## src/rtl/bcd_disp_pkg.sv

```systemverilog
// ---------------------------------------------------------------------------
// bcd_disp_pkg
//   Shared constants and helpers for the BCD counter / 7-segment display.
//   Segment patterns are active-high, bit order {g,f,e,d,c,b,a}; output
//   polarity is applied later, at the display output register.
//   Contents:
//     SEG_0..SEG_9, SEG_BLANK  segment patterns
//     seg_decode(nibble)       0-9 -> pattern, anything else -> SEG_BLANK
//     bcd_clean(nibble)        nibbles above 9 are forced to 0
// ---------------------------------------------------------------------------
package bcd_disp_pkg;

    localparam logic [6:0] SEG_0     = 7'h3F;
    localparam logic [6:0] SEG_1     = 7'h06;
    localparam logic [6:0] SEG_2     = 7'h5B;
    localparam logic [6:0] SEG_3     = 7'h4F;
    localparam logic [6:0] SEG_4     = 7'h66;
    localparam logic [6:0] SEG_5     = 7'h6D;
    localparam logic [6:0] SEG_6     = 7'h7D;
    localparam logic [6:0] SEG_7     = 7'h07;
    localparam logic [6:0] SEG_8     = 7'h7F;
    localparam logic [6:0] SEG_9     = 7'h6F;
    localparam logic [6:0] SEG_BLANK = 7'h00;

    function automatic logic [6:0] seg_decode(input logic [3:0] nibble);
        logic [6:0] pattern;
        case (nibble)
            4'd0:    pattern = SEG_0;
            4'd1:    pattern = SEG_1;
            4'd2:    pattern = SEG_2;
            4'd3:    pattern = SEG_3;
            4'd4:    pattern = SEG_4;
            4'd5:    pattern = SEG_5;
            4'd6:    pattern = SEG_6;
            4'd7:    pattern = SEG_7;
            4'd8:    pattern = SEG_8;
            4'd9:    pattern = SEG_9;
            default: pattern = SEG_BLANK;
        endcase
        return pattern;
    endfunction

    function automatic logic [3:0] bcd_clean(input logic [3:0] nibble);
        return (nibble > 4'd9) ? 4'd0 : nibble;
    endfunction

endpackage

```

## src/rtl/bcd_updown_scan_display_digit_step.sv

```systemverilog
// ---------------------------------------------------------------------------
// bcd_digit_step
//   One BCD digit of the up/down counter. Purely combinational so that a
//   chain of these ripples carry/borrow across all digits in one cycle.
//   Ports:
//     d       in  4  current digit value (always 0..9)
//     up      in  1  1 = increment, 0 = decrement
//     cin     in  1  carry (up) / borrow (down) request from the lower digit
//     d_next  out 4  digit value after the step
//     cout    out 1  carry/borrow into the next higher digit
// ---------------------------------------------------------------------------
module bcd_digit_step (
    input  logic [3:0] d,
    input  logic       up,
    input  logic       cin,
    output logic [3:0] d_next,
    output logic       cout
);

    always_comb begin
        d_next = d;
        cout   = 1'b0;
        if (cin) begin
            if (up) begin
                if (d >= 4'd9) begin
                    d_next = 4'd0;
                    cout   = 1'b1;
                end else begin
                    d_next = d + 4'd1;
                end
            end else begin
                if (d == 4'd0) begin
                    d_next = 4'd9;
                    cout   = 1'b1;
                end else begin
                    d_next = d - 4'd1;
                end
            end
        end
    end

endmodule

```

## src/rtl/bcd_updown_scan_display.sv

```systemverilog
// ---------------------------------------------------------------------------
// bcd_updown_scan_display
//   NUM_DIGITS-digit BCD up/down counter stepped by a prescaler, with
//   synchronous load, full-range wrap pulse and a time-multiplexed 7-segment
//   driver (optional leading-zero blanking, selectable output polarity).
//   Ports:
//     clk        in   1             system clock
//     rst_n      in   1             asynchronous active-low reset
//     en         in   1             count enable (prescaler runs only while set)
//     up_dn      in   1             1 = count up, 0 = count down
//     load       in   1             synchronous load strobe (beats a step)
//     load_val   in   4*NUM_DIGITS  BCD load value, digit 0 in [3:0]
//     count_bcd  out  4*NUM_DIGITS  registered count, digit 0 in [3:0]
//     wrap       out  1             one-cycle pulse on full-range wrap
//     seg        out  7             segments {g,f,e,d,c,b,a}
//     an         out  NUM_DIGITS    one-hot digit enable
// ---------------------------------------------------------------------------
module bcd_updown_scan_display
    import bcd_disp_pkg::*;
#(
    parameter int NUM_DIGITS    = 4,
    parameter int TICK_DIV      = 12_500_000,
    parameter int SCAN_DIV_W    = 18,
    parameter bit ACTIVE_LOW    = 1'b1,
    parameter bit BLANK_LEADING = 1'b1
) (
    input  logic                    clk,
    input  logic                    rst_n,
    input  logic                    en,
    input  logic                    up_dn,
    input  logic                    load,
    input  logic [4*NUM_DIGITS-1:0] load_val,
    output logic [4*NUM_DIGITS-1:0] count_bcd,
    output logic                    wrap,
    output logic [6:0]              seg,
    output logic [NUM_DIGITS-1:0]   an
);

    localparam int CW = 4 * NUM_DIGITS;
    localparam int PW = (TICK_DIV > 1) ? $clog2(TICK_DIV) : 1;
    localparam int IW = (NUM_DIGITS > 1) ? $clog2(NUM_DIGITS) : 1;

    localparam logic [PW-1:0]         PRESC_LAST = PW'(TICK_DIV - 1);
    localparam logic [IW-1:0]         IDX_LAST   = IW'(NUM_DIGITS - 1);
    localparam logic [6:0]            SEG_OFF    = {7{ACTIVE_LOW}};
    localparam logic [NUM_DIGITS-1:0] AN_OFF     = {NUM_DIGITS{ACTIVE_LOW}};

    logic [PW-1:0]         presc_reg;
    logic [CW-1:0]         count_reg;
    logic                  wrap_reg;
    logic [SCAN_DIV_W-1:0] scan_reg;
    logic [IW-1:0]         idx_reg;
    logic [6:0]            seg_reg;
    logic [NUM_DIGITS-1:0] an_reg;

    logic                  step;
    logic [CW-1:0]         count_next;
    logic [CW-1:0]         load_clean;
    logic [NUM_DIGITS:0]   carry;
    logic [NUM_DIGITS:0]   upper_zero;
    logic [6:0]            seg_next;
    logic [NUM_DIGITS-1:0] an_next;

    // With TICK_DIV=1 PRESC_LAST is 0 and the prescaler never leaves 0,
    // so every enabled cycle is a step.
    assign step = en && (presc_reg == PRESC_LAST);

    // Digit 0 always receives the step request; the chain decides how far
    // the carry/borrow travels. The final carry out is the full-range wrap.
    assign carry[0] = 1'b1;

    // upper_zero[k]: digits k..NUM_DIGITS-1 are all zero (used for blanking).
    assign upper_zero[NUM_DIGITS] = 1'b1;

    for (genvar gi = 0; gi < NUM_DIGITS; gi++) begin : g_digit
        bcd_digit_step u_step (
            .d      (count_reg[4*gi +: 4]),
            .up     (up_dn),
            .cin    (carry[gi]),
            .d_next (count_next[4*gi +: 4]),
            .cout   (carry[gi+1])
        );

        assign load_clean[4*gi +: 4] = bcd_clean(load_val[4*gi +: 4]);
        assign upper_zero[gi]        = upper_zero[gi+1] && (count_reg[4*gi +: 4] == 4'd0);
    end

    // Prescaler, count and wrap pulse.
    always_ff @(posedge clk or negedge rst_n) begin
        if (!rst_n) begin
            presc_reg <= '0;
            count_reg <= '0;
            wrap_reg  <= 1'b0;
        end else if (load) begin
            // A step coinciding with a load is dropped, not deferred.
            presc_reg <= '0;
            count_reg <= load_clean;
            wrap_reg  <= 1'b0;
        end else begin
            wrap_reg <= 1'b0;
            if (en) begin
                presc_reg <= step ? '0 : presc_reg + PW'(1);
            end
            if (step) begin
                count_reg <= count_next;
                wrap_reg  <= carry[NUM_DIGITS];
            end
        end
    end

    // Scan divider free-runs regardless of en; the digit index advances on
    // its all-ones cycle and wraps at NUM_DIGITS-1 so there is no dead slot.
    always_ff @(posedge clk or negedge rst_n) begin
        if (!rst_n) begin
            scan_reg <= '0;
            idx_reg  <= '0;
        end else begin
            scan_reg <= scan_reg + SCAN_DIV_W'(1);
            if (&scan_reg) begin
                idx_reg <= (idx_reg == IDX_LAST) ? '0 : idx_reg + IW'(1);
            end
        end
    end

    // Select the digit under the scan index, decide blanking, decode.
    always_comb begin
        logic [3:0] sel_nib;
        logic       sel_blank;
        sel_nib   = 4'd0;
        sel_blank = 1'b0;
        an_next   = '0;
        for (int i = 0; i < NUM_DIGITS; i++) begin
            if (idx_reg == IW'(i)) begin
                sel_nib    = count_reg[4*i +: 4];
                sel_blank  = BLANK_LEADING && (i > 0) && upper_zero[i];
                an_next[i] = 1'b1;
            end
        end
        seg_next = sel_blank ? SEG_BLANK : seg_decode(sel_nib);
    end

    // Display output register; polarity is applied here only.
    always_ff @(posedge clk or negedge rst_n) begin
        if (!rst_n) begin
            seg_reg <= SEG_OFF;
            an_reg  <= AN_OFF;
        end else begin
            seg_reg <= seg_next ^ SEG_OFF;
            an_reg  <= an_next ^ AN_OFF;
        end
    end

    assign count_bcd = count_reg;
    assign wrap      = wrap_reg;
    assign seg       = seg_reg;
    assign an        = an_reg;

endmodule

```

## config.mk

```make
export PLATFORM = sky130hd
export DESIGN_NAME = bcd_updown_scan_display
export DESIGN_NICKNAME = d
export VERILOG_FILES = /design/src/rtl/bcd_disp_pkg.sv /design/src/rtl/bcd_updown_scan_display_digit_step.sv /design/src/rtl/bcd_updown_scan_display.sv
export SDC_FILE = /design/constraint.sdc
export NUM_CORES = 1
export LEC_CHECK = 0
export ABC_AREA = 1
export BUFFER_PORTS_ARGS = -buffer_cell sky130_fd_sc_hd__clkbuf_2
export CAP_MARGIN = 30
export CORE_ASPECT_RATIO = 1.75
export CORE_MARGIN = 2
export CORE_UTILIZATION = 43
export DETAILED_ROUTE_END_ITERATION = 6
export HOLD_SLACK_MARGIN = 0.03
export PLACE_DENSITY_LB_ADDON = 0.05
export SYNTH_ARGS = -nofsm -noshare
export SYNTH_HDL_FRONTEND = slang
export SYNTH_SLANG_ARGS = --single-unit
```

## constraint.sdc

```tcl
create_clock -name clk -period 2.3 [get_ports clk]
set_input_delay 0 -clock clk [delete_from_list [all_inputs] [get_ports clk]]
set_output_delay 0 -clock clk [all_outputs]
set_load 0.01 [all_outputs]
```

Word level (Yosys, flattened, before mapping). Memory sizes are Yosys's and may differ from the RTL's. Index checks and enable logic that the tools add are counted.

Add/subtract/negate cells: 11. $lt $le $gt $ge: 8. Equal/unequal tests: 4. Multiplexer cells: 54. Bitwise operators: 2. Reduce and logical (&&, ||, !) cells: 17.

Operators with widths (count): $mux 4 (23); $mux 24 (3); $mux 16 (2); $add 24x1->24 const B (1); $eq 24x24->1 const B (1); $mux 1 (24); $add 18x1->18 const B (1); $reduce_and 18->1 (1); $add 4x1->4 const B (4); $ge 4x4->1 const B (4); $gt 4x4->1 const B (4); $logic_not 4->1 (4); $sub 4x1->4 const B (4); $reduce_bool 2->1 (5); $mux 7 (1); $not 7->7 (1); $reduce_and 2->1 (3); $eq 2x2->1 const B (2); $not 4->4 (1); $logic_and 1x1->1 (3); $add 2x1->2 const B (1); $eq 2x1->1 const B (1); $logic_not 2->1 (1); $mux 2 (1).

Register bits after elaboration: 72. Memory bits (read-only): 112. Output and inout bits: 28. Word-level logic and storage cells: 107. Memories: 1.

Memory list: (name not given) (depth 16, width 7, rd ports 1, clocked after memory_dff 0, wr ports 0, RTL line bcd_disp_pkg.sv:27) `case (nibble)`.

Longest topological paths before layout. Gate-level depths: netlist (run 1).

Depth after elaboration: 8. Depth in mapped cells: 14. Depth with buffers taken out: 14.

Modules after synthesis. A second synthesis (run 1) with hierarchy kept.

Cells, all modules: 756. Area, all modules: 5208.7 µm².

Modules (own cells, without submodules): bcd_updown_scan_display (times used 1, cells each 560, area each 4097.7 µm²); bcd_digit_step (times used 4, cells each 49, area each 277.8 µm²).

Least setup slack after synthesis (run 1). No wires, ideal clock.

Path kind: reg2reg. Start: reg idx_reg[0]. End: reg seg_reg[0], in the netlist seg[0]. Library setup time: 0.095 ns. Arrival time: 1.709 ns. Required time: 2.205 ns. Setup slack: 0.497 ns. Cell stages (with the launch flop): 14. Buffers on the path: 1. Period minus slack after synthesis: 1.803 ns. Cell sequence: dfrtp_1 inv_1 ha_1 clkbuf_1 a21oi_1 o21ai_0 nand2_1 o21ai_1 inv_1 ha_1 inv_1 nand2_1 nand3_1 nand3_1.

Longest elaborated chain between the ends: 8. Elaborated cells on any way between the ends: 14. Classes of those cells: 3 x eq/ne; 8 x mux; 1 x bitwise; 1 x reduce/logical; 1 x memory.

RTL lines: start: declaration (RTL line bcd_updown_scan_display.sv:52) `logic [IW-1:0] idx_reg;`; start signal: assignment (RTL line bcd_updown_scan_display.sv:120) `idx_reg <= (idx_reg == IDX_LAST) ? '0 : idx_reg + IW'(1);`; $logic_not 2->1 (RTL line bcd_updown_scan_display.sv:133) `if (idx_reg == IW'(i)) begin`; $mux 4 (4 in a row) (RTL line bcd_updown_scan_display.sv:133); $mem_v2 16x7; $mux 7 (*) (RTL line bcd_updown_scan_display.sv:139) `seg_next = sel_blank ? SEG_BLANK : seg_decode(sel_nib);`; $not 7->7 (no source line) (*); end signal: assignment (RTL line bcd_updown_scan_display.sv:148) `seg_reg <= seg_next ^ SEG_OFF;`; end: declaration (RTL line bcd_updown_scan_display.sv:53) `logic [6:0] seg_reg;`.

Mark *: on every way between the ends. The rest lies on a longest branch, timed or not. A chain may end at the register's enable or synchronous reset.

Worst setup path after layout (run 1). Same ends and word-level chain as after synthesis.

==> results of run 1 <==
[synth_stat cells]
library cell,count,share of area
o21ai_0,29,0.030
nor2_2,10,0.013
nand4_1,27,0.034
nor3b_1,2,0.0031
xor2_1,14,0.025
clkinv_2,1,0.0010
nand3_1,81,0.083
o21ai_2,1,0.0018
inv_2,4,0.0031
nor2_1,65,0.050
nor3_1,11,0.011
nor4_1,1,0.0013
nor2_4,4,0.0092
o22ai_1,5,0.0064
xnor2_1,11,0.020
nor3_2,2,0.0041
buf_6,1,0.0023
inv_1,87,0.067
a21boi_1,1,0.0015
clkbuf_1,3,0.0023
ha_1,24,0.061
dfstp_2,11,0.059
a21oi_1,18,0.018
a221oi_1,1,0.0018
o211ai_1,3,0.0046
nand2_4,2,0.0046
nand2_1,178,0.14
nand3b_1,1,0.0015
nand2_2,8,0.010
buf_1,1,0.00077
nand3_4,1,0.0036
buf_2,6,0.0061
nand3_2,2,0.0041
o21ai_1,7,0.0071
dfrtp_1,61,0.31
or2_2,1,0.0013
[timing repair]
item | in CTS | in global routing
gates resized for setup | 0 | 1
hold endpoints to repair | 69 | 0
setup endpoints to repair | 0 | 2
hold buffers | 10 | 0
[how the worst min path moves through the flow]
stage | endpoint | slack, ps
2_1_floorplan | count_bcd[0] | -300
3_3_place_gp | presc_reg[19] | 200
3_5_place_dp | presc_reg[19] | 210
4_1_cts | count_bcd[9] | 30
5_1_grt | count_bcd[0] | 60
6_report | count_bcd[9] | 40
[metrics by stage]
stage,hold slack [ps],cell area [um^2]
global route,60.55,5697
detailed placement,205.0,5283
floorplan,-295.6,4901
finish,37.93,5697
global placement,201.5,5283
CTS,31.42,5673
[critical path, cell delays in order, from the launching register on]
cell     delay [ps]
dfrtp_1         420
ha_1            260
inv_1           130
nand2_1         100
o21ai_0         190
nand2_1         100
o21ai_2         120
inv_1           120
ha_1            190
inv_1            50
nand2_1          60
nand3_1         110
nand3_1          70
[power breakdown]
group / switching, W / internal [W] / total, W
registers: 0.000118 / 0.00137 / 0.00149
logic: 0.000506 / 0.000304 / 0.000810
clock network: 0.000532 / 0.000835 / 0.00137
total: 0.00116 / 0.00251 / 0.00366
[metal layers]
layer	track usage	part of all wire	up-vias
li1	-	-	2340
met1	0.2402	0.39	2254
met2	0.4209	0.56	79
met3	0.03129	0.026	29
met4	0.1071	0.031	0
met5	0	0	-
[kinds of logic (layout without fill, tap and decap cells)]
family | Yosys count | count (layout) | share of synthesized area
flip-flops | 72 | 72 | 0.3704
AND/OR/NAND/NOR | 396 | 396 | 0.3702
buffers and inverters | 103 | 171 | 0.08220
adder cells (fa/ha/maj) | 24 | 24 | 0.06127
AO/OA/AOI/OAI | 65 | 65 | 0.07123
XOR/XNOR | 25 | 25 | 0.04468
[area by class of cell]
cell class                 instances  area (um^2)  share of cell area
inverter                          92        346.6             0.06084
tap                              132        165.2             0.02899
sequential                        72         1815              0.3187
clock buffer                      10        229.0             0.04019
multi-input combinational        510         2686              0.4716
timing repair buffer              63        392.9             0.06897
clock inverter                     6        61.31             0.01076
==> impl_metrics.toml, run 1 <==
[global_route]
antenna_found_initial = 0
grt_pass1_vias = 4712
grt_pass1_wl_um = 22250
overflow = 0
grt_max_degree = 73
grt_util_all_layers = 0.2248

[placement]
io_buffer_count = 48
dp_cells = 858
pre_cts_slack_ps = 214.4
dp_hpwl_um = 10030
gp_congestion = 0.9426

[sta]
fin_tns_setup_ps = 0
worst_slew_pin_slew_ps = 455.8
finalMaxSlewViolations = 0
hold_violations = 0
fmax_mhz = 499.8
finalSetupViolations = 0
fin_crit_sh = 0.8699
rsz0062_at_grt = "no"
setup_slack_ps = 299.3
fin_crit_ps = 2001
slew_headroom = 0.6950
skew_ps = 12.17

[final_layout]
fin_nets = 793
final_util = 0.5131
insertedDiodeCount = 0
final_common_cell = "nand2_1"
drive_gt1_frac = 0.1541
largest_reg_flops = 24
syn2layout_area_growth_pct = 16.24
finalNonFillerCells = 885
nFillCells = 1147
most-common-layout-cells = "178 x nand2_1, 87 x inv_1, 81 x nand3_1"

[critical_path]
critPathLaunch = "idx_reg[0]"
critPathKind = "flop to flop"
arrival_ps = 2240
worst-path-max-fanout = 5
startpoint_type = "flop"
crit_path_end = "seg[0]"
r2r-start = "idx_reg[0]"
rrSetupSlack_ps = 300
reg2reg_to = "seg[0]"
critPathRequiredTime_ps = 2540
rr_worst_depth = 12
end_kind = "flop"

[yosys]
ys_types = 36
netlist_area_um2 = 4901
syn-instance-count = 685
syn_avg_cell_area_um2 = 7.155
synth-seq-cells = 72
yosysWarningCount = 0
syn_nets = 730
ys_seq_area_frac = 0.3704

[power]
power_w = 0.003665
power_density_nw_per_um2 = 643.4
peakVddDrop_mv = 0.4189
leakage_nw = 2.791

[detailed_routing]
dr_total_vias = 4702
post_drt_via_cell_ratio = 5.313
finalWirelength_um = 13080
route.detailed.drc = 0
drtIter0Drc = 212
drtPass1Iterations = 4
antenna_left = 0
wl_per_cell_um = 14.78

[floorplanning]
initial_core_util = 0.4414
die_w_um = 84.70
die_y_um = 145.2
num_rows = 51
io_pins = 49
core_um2 = 11100
die-area_um2 = 12300

[worst_hold_path]
hold_class = "input pin to flop"
min_from = "load_val[9]"
worstHoldPathCells = 5

[clocking]
postCtsSetupBuffers = 0
cts-root-buf = "clkbuf_16"
clk_path_buf_depth = 2
insertion_delay_ps = 340
cts.clk_slew.worst_paths_ps = 50
cts_max_level = 3
cts_sinks = 72
cts_buffers = 9
cts_tree = "done"

[flow_run]
timing.max_cap.violations = 0

[outcome]
status = "finished, final reports clean"
Note: power is estimated with default switching activity, not from simulation.
==> run 2, diff against run 1 <==
- PLACE_DENSITY_LB_ADDON: 0.05 -> default
==> run 2 against run 1 <==
Clock power up 15%. Die area is the same. Via count is 0.85% lower. Clock skew is 5.6 ps lower. Wire length shrank 2.0%. Combinational power rose by 1%. Final area increased by 1.7%. Hold slack lost 7.6 ps. First-iteration DRC count is 1.4% lower. Worst setup slack worse by 17 ps. Register-to-register slack worse by 20 ps. Sequential power about the same. Critical endpoint unchanged. Largest power group is now clock. Highest routed layer unchanged.
==> impl_metrics.toml, run 2 (synthesis gave the netlist of run 1 again) <==
[clocking]
cts_buffers = 9
postCtsSetupBuffers = 0
cts_max_level = 3
clk_path_buf_depth = 2
cts.clk_slew.worst_paths_ps = 50
cts_tree = "done"
cts_sinks = 72
cts-root-buf = "clkbuf_16"
insertion_delay_ps = 340

[floorplanning]
die_w_um = 84.70
die_y_um = 145.2
io_pins = 49
num_rows = 51
die-area_um2 = 12300
initial_core_util = 0.4414
core_um2 = 11100

[power]
power_w = 0.003882
leakage_nw = 2.832
seq_power_share = 0.383
clkPwrFrac = 0.406
peakVddDrop_mv = 0.4080
swShare = 0.2999
p_sw_w = 0.001164
power_density_nw_per_um2 = 670.2
p_int_w = 0.002718
power_frac_comb = 0.211

[critical_path]
rr_worst_depth = 13
worst-path-max-fanout = 5
critPathKind = "flop to flop"
critPathSlowestCell = "dfrtp_1"
max_stage_delay_ps = 380
startpoint_type = "flop"
path_cells = "inv_1 -> ha_1 -> inv_1 -> nand2_1 -> o21ai_0 -> nand2_1 -> o21ai_2 -> inv_1 -> ha_1 -> inv_1 -> nand2_1 -> nand3_1 -> nand3_1"
reg2reg_to = "seg[0]"
arrival_ps = 2260
r2r-start = "idx_reg[1]"
critPathRequiredTime_ps = 2550
rrSetupSlack_ps = 280
cp_common_cell = "inv_1"
end_kind = "flop"

[sta]
rsz0062_at_grt = "no"
finalSetupViolations = 0
fin_crit_ps = 2018
fin_tns_setup_ps = 0
worst_slew_pin_slew_ps = 440.0
fin_crit_sh = 0.8774
finalMaxSlewViolations = 0
skew_ps = 6.567
fmax_mhz = 495.5
hold_violations = 0
slew_headroom = 0.7056

[final_layout]
nFillCells = 1091
largest_reg_flops = 24
syn2layout_area_growth_pct = 18.20
final_common_cell = "nand2_1"
insertedDiodeCount = 0
fin_nets = 797
drive_gt1_frac = 0.1559
most-common-layout-cells = "178 x nand2_1, 87 x inv_1, 81 x nand3_1"

[worst_hold_path]
min_from = "load_val[0]"
hold_end = "count_bcd[0]"
hold_class = "input pin to flop"
worstHoldPathCells = 5

[outcome]
status = "finished, final reports clean"

[placement]
dp_hpwl_um = 9687
io_buffer_count = 48
gp_congestion = 0.9169

[global_route]
grt_max_degree = 73
grt_pass1_wl_um = 21460
overflow = 0
grt_util_all_layers = 0.2172
grt_pass1_vias = 4617
antenna_found_initial = 0

[detailed_routing]
wl_per_cell_um = 14.42
drtPass1Iterations = 7
finalWirelength_um = 12820
drtIter0Drc = 209
post_drt_via_cell_ratio = 5.244
antenna_left = 0
route.detailed.drc = 0
dr_total_vias = 4662

[flow_run]
timing.max_cap.violations = 0
==> run 2: worst max-delay path by stage <==
| stage | to | cells past startpoint | startpoint | slack [ps] |
|---|---|---|---|---|
| 4_1_cts | seg[0] | 13 | idx_reg[1] | 180 |
| 3_3_place_gp | seg[0] | 12 | idx_reg[0] | 310 |
| 3_5_place_dp | seg[3] | 13 | idx_reg[1] | 200 |
| 6_report | seg[0] | 13 | idx_reg[1] | 280 |
| 2_1_floorplan | seg[0] | 13 | idx_reg[0] | 500 |
| 5_1_grt | seg[3] | 12 | idx_reg[0] | 100 |
==> run 2: final cells by class <==
class / instances / area, um^2 / share of cell area
timing repair buffer: 67 / 437.9 / 0.07559
sequential: 72 / 1815 / 0.3134
clock buffer: 12 / 266.5 / 0.04600
tap: 132 / 165.2 / 0.02851
multi-input combinational: 510 / 2686 / 0.4637
inverter: 92 / 346.6 / 0.05983
clock inverter: 4 / 75.07 / 0.01296
==> run 2: worst max-delay path, delay by kind of cell (launching register included) <==
| kind | cells | cell delay [ps] |
|---|---|---|
| compound gates | 2 | 320 |
| fa+ha+maj | 2 | 410 |
| buf+inv | 4 | 390 |
| flops | 1 | 380 |
| simple gates | 5 | 430 |
==> run 2: power by group through the flow <==
stage	clock (W)	combinational (W)	sequential, W
after floorplan	0	0.000517	0.00151
final	0.00158	0.000818	0.00149
after global routing	0.00167	0.000934	0.00150
after CTS	0.00161	0.000817	0.00149
after detailed placement	0	0.000796	0.00151
after global placement	0	0.000785	0.00151
==> run 2: layer usage <==
| metal | up-vias | part of all wire | GRT usage |
|---|---|---|---|
| met5 | - | 0 | 0 |
| met3 | 36 | 0.032 | 0.03413 |
| li1 | 2349 | - | - |
| met1 | 2187 | 0.38 | 0.2300 |
| met2 | 90 | 0.54 | 0.3984 |
| met4 | 0 | 0.048 | 0.1190 |
==> run 2: per-stage QoR <==
step	utilization	std cells	instance area [um^2]	hold slack (ps)	worst slack (ps)
6_report	0.5217	889	5793	30.29	281.9
5_1_grt	0.5217	889	5793	62.56	102.1
4_1_cts	0.5180	887	5752	31.88	183.4
3_5_place_dp	0.4764	859	5290	207.2	197.0
3_3_place_gp	0.4764	859	5290	199.0	311.4
2_1_floorplan	-	685	4901	-295.6	496.8
==> run 2: repair_timing <==
item,in CTS,in global routing
hold endpoints to repair,71,3
resized for setup,0,1
hold buffers,12,1
setup endpoints to repair,0,3
==> run 3, diff against run 2 <==
- PLACE_DENSITY_LB_ADDON: default -> 0.1
==> run 3 against run 2 <==
Sequential power about the same. First-iteration DRC count is 7.7% higher. Global-route usage is 0.98 points higher. Critical path depth did not move. Via count rose by 0.97%. Worst setup slack worse by 66 ps. Register-to-register slack got worse by 70 ps. Clock skew increased by 8.3 ps. Hold slack worse by 5.4 ps. Clock power fell by 6%. Combinational power hardly changed. Critical endpoint is now seg[3].
==> impl_metrics.toml, run 3 (synthesis gave the netlist of run 1 again) <==
[critical_path]
cp_common_cell = "inv_1"
critPathSlowestCell = "dfrtp_1"
arrival_ps = 2330
worst-path-max-fanout = 5
end_kind = "flop"
startpoint_type = "flop"
path_cells = "inv_1 -> ha_1 -> inv_1 -> nand2_1 -> o21ai_0 -> nand2_1 -> o21ai_1 -> inv_1 -> ha_1 -> inv_1 -> nand2_1 -> nand3_1 -> nand3_1"
critPathRequiredTime_ps = 2550
max_stage_delay_ps = 390
critPathKind = "flop to flop"

[outcome]
status = "finished, final reports clean"

[floorplanning]
die_y_um = 145.2
die_w_um = 84.70
initial_core_util = 0.4414
die-area_um2 = 12300
io_pins = 49
num_rows = 51
core_um2 = 11100

[final_layout]
largest_reg_flops = 24
fin_nets = 797
drive_gt1_frac = 0.1519
most-common-layout-cells = "178 x nand2_1, 87 x inv_1, 81 x nand3_1"
nFillCells = 1106
final_common_cell = "nand2_1"
insertedDiodeCount = 0
syn2layout_area_growth_pct = 17.59

[global_route]
grt_pass1_vias = 4896
grt_pass1_wl_um = 22440
grt_max_degree = 73
overflow = 0
grt_util_all_layers = 0.2270
antenna_found_initial = 0

[placement]
gp_congestion = 0.9142
dp_hpwl_um = 10100
io_buffer_count = 48

[clocking]
insertion_delay_ps = 350
cts-root-buf = "clkbuf_16"
cts_buffers = 9
cts.clk_slew.worst_paths_ps = 60
cts_sinks = 72
cts_max_level = 3
postCtsSetupBuffers = 0
cts_tree = "done"
clk_path_buf_depth = 2

[sta]
skew_ps = 14.83
fmax_mhz = 479.8
hold_violations = 0
rsz0062_at_grt = "no"
worst_slew_pin_slew_ps = 430.2
slew_headroom = 0.7129
fin_tns_setup_ps = 0
fin_crit_ps = 2084
fin_crit_sh = 0.9062
whs_ps = 24.92
finalSetupViolations = 0
finalMaxSlewViolations = 0

[power]
leakage_nw = 2.823
power_density_nw_per_um2 = 660.2
peakVddDrop_mv = 0.4580

[detailed_routing]
drtPass1Iterations = 4
route.detailed.drc = 0
post_drt_via_cell_ratio = 5.295
dr_total_vias = 4707
wl_per_cell_um = 14.87
antenna_left = 0
drtIter0Drc = 225
finalWirelength_um = 13220

[worst_hold_path]
hold_class = "input pin to flop"

[flow_run]
timing.max_cap.violations = 0
==> run 3: changes by cell type in the layout (fill, tap and decap cells not counted), sizes merged <==
| cell | before | now |
|---|---|---|
| clkinv | 1 | 4 |
| clkinvlp | 2 | 0 |
| clkbuf | 59 | 58 |
==> run 3: final timing paths <==
kind / to / cells after the start / startpoint / slack [ps]
worst max-delay path: seg[3] / 13 / idx_reg[1] / 220
worst min-delay path: count_bcd[6] / 5 / load_val[6] / 20
worst max register to register: seg[3] / 13 / idx_reg[1] / 220
worst min register to register: scan_reg[5] / 1 / scan_reg[5] / 490
max in group asynchronous: an[1] / 4 / rst_n / 1200
min in group asynchronous: presc_reg[10] / 3 / rst_n / 520
==> run 3: layer usage <==
layer / GRT usage / part of all wire / vias to the layer above
li1: - / - / 2355
met1: 0.2376 / 0.38 / 2246
met2: 0.4323 / 0.57 / 88
met3: 0.03584 / 0.028 / 18
met4: 0.09841 / 0.025 / 0
met5: 0 / 0 / -
==> run 3: timing repair <==
item / in CTS / in global routing
endpoints found under the hold margin: 72 / 1
hold buffers: 12 / 1
resized for setup: 0 / 0
==> run 3: power by group <==
part	switching, W	internal (W)	leakage (nW)
registers	0.000125	0.00137	0.931
logic	0.000512	0.000308	1.74
clock network	0.000540	0.000952	0.154
total	0.00118	0.00263	2.82
==> run 3: cell type report <==
type / count / area, um^2 / share of cell area
Multi-Input combinational cell: 510 / 2683 / 0.4655
Sequential cell: 72 / 1815 / 0.3150
Timing Repair Buffer: 67 / 437.9 / 0.07599
Inverter: 92 / 346.6 / 0.06014
Clock buffer: 11 / 232.7 / 0.04038
Tap cell: 132 / 165.2 / 0.02866
Clock inverter: 5 / 82.58 / 0.01433
==> run 3: metrics by stage <==
stage          instance area (um^2)  total power (W)  setup slack [ps]  utilization  std cells
2_1_floorplan                  4901         0.002026             496.8            -        685
3_3_place_gp                   5290         0.002299             303.7       0.4764        859
3_5_place_dp                   5290         0.002312             227.8       0.4764        859
4_1_cts                        5725         0.003833             224.6       0.5157        887
5_1_grt                        5763         0.004037             49.59       0.5190        889
6_report                       5763         0.003805             215.7       0.5190        889
==> run 3: critical path, delay by kind of cell, from the launching register on <==
kind	cells	cell delay [ps]
adder cells (fa/ha/maj)	2	420
AND/OR/NAND/NOR	5	420
buffers and inverters	4	400
flip-flops	1	390
AO/OA/AOI/OAI	2	380
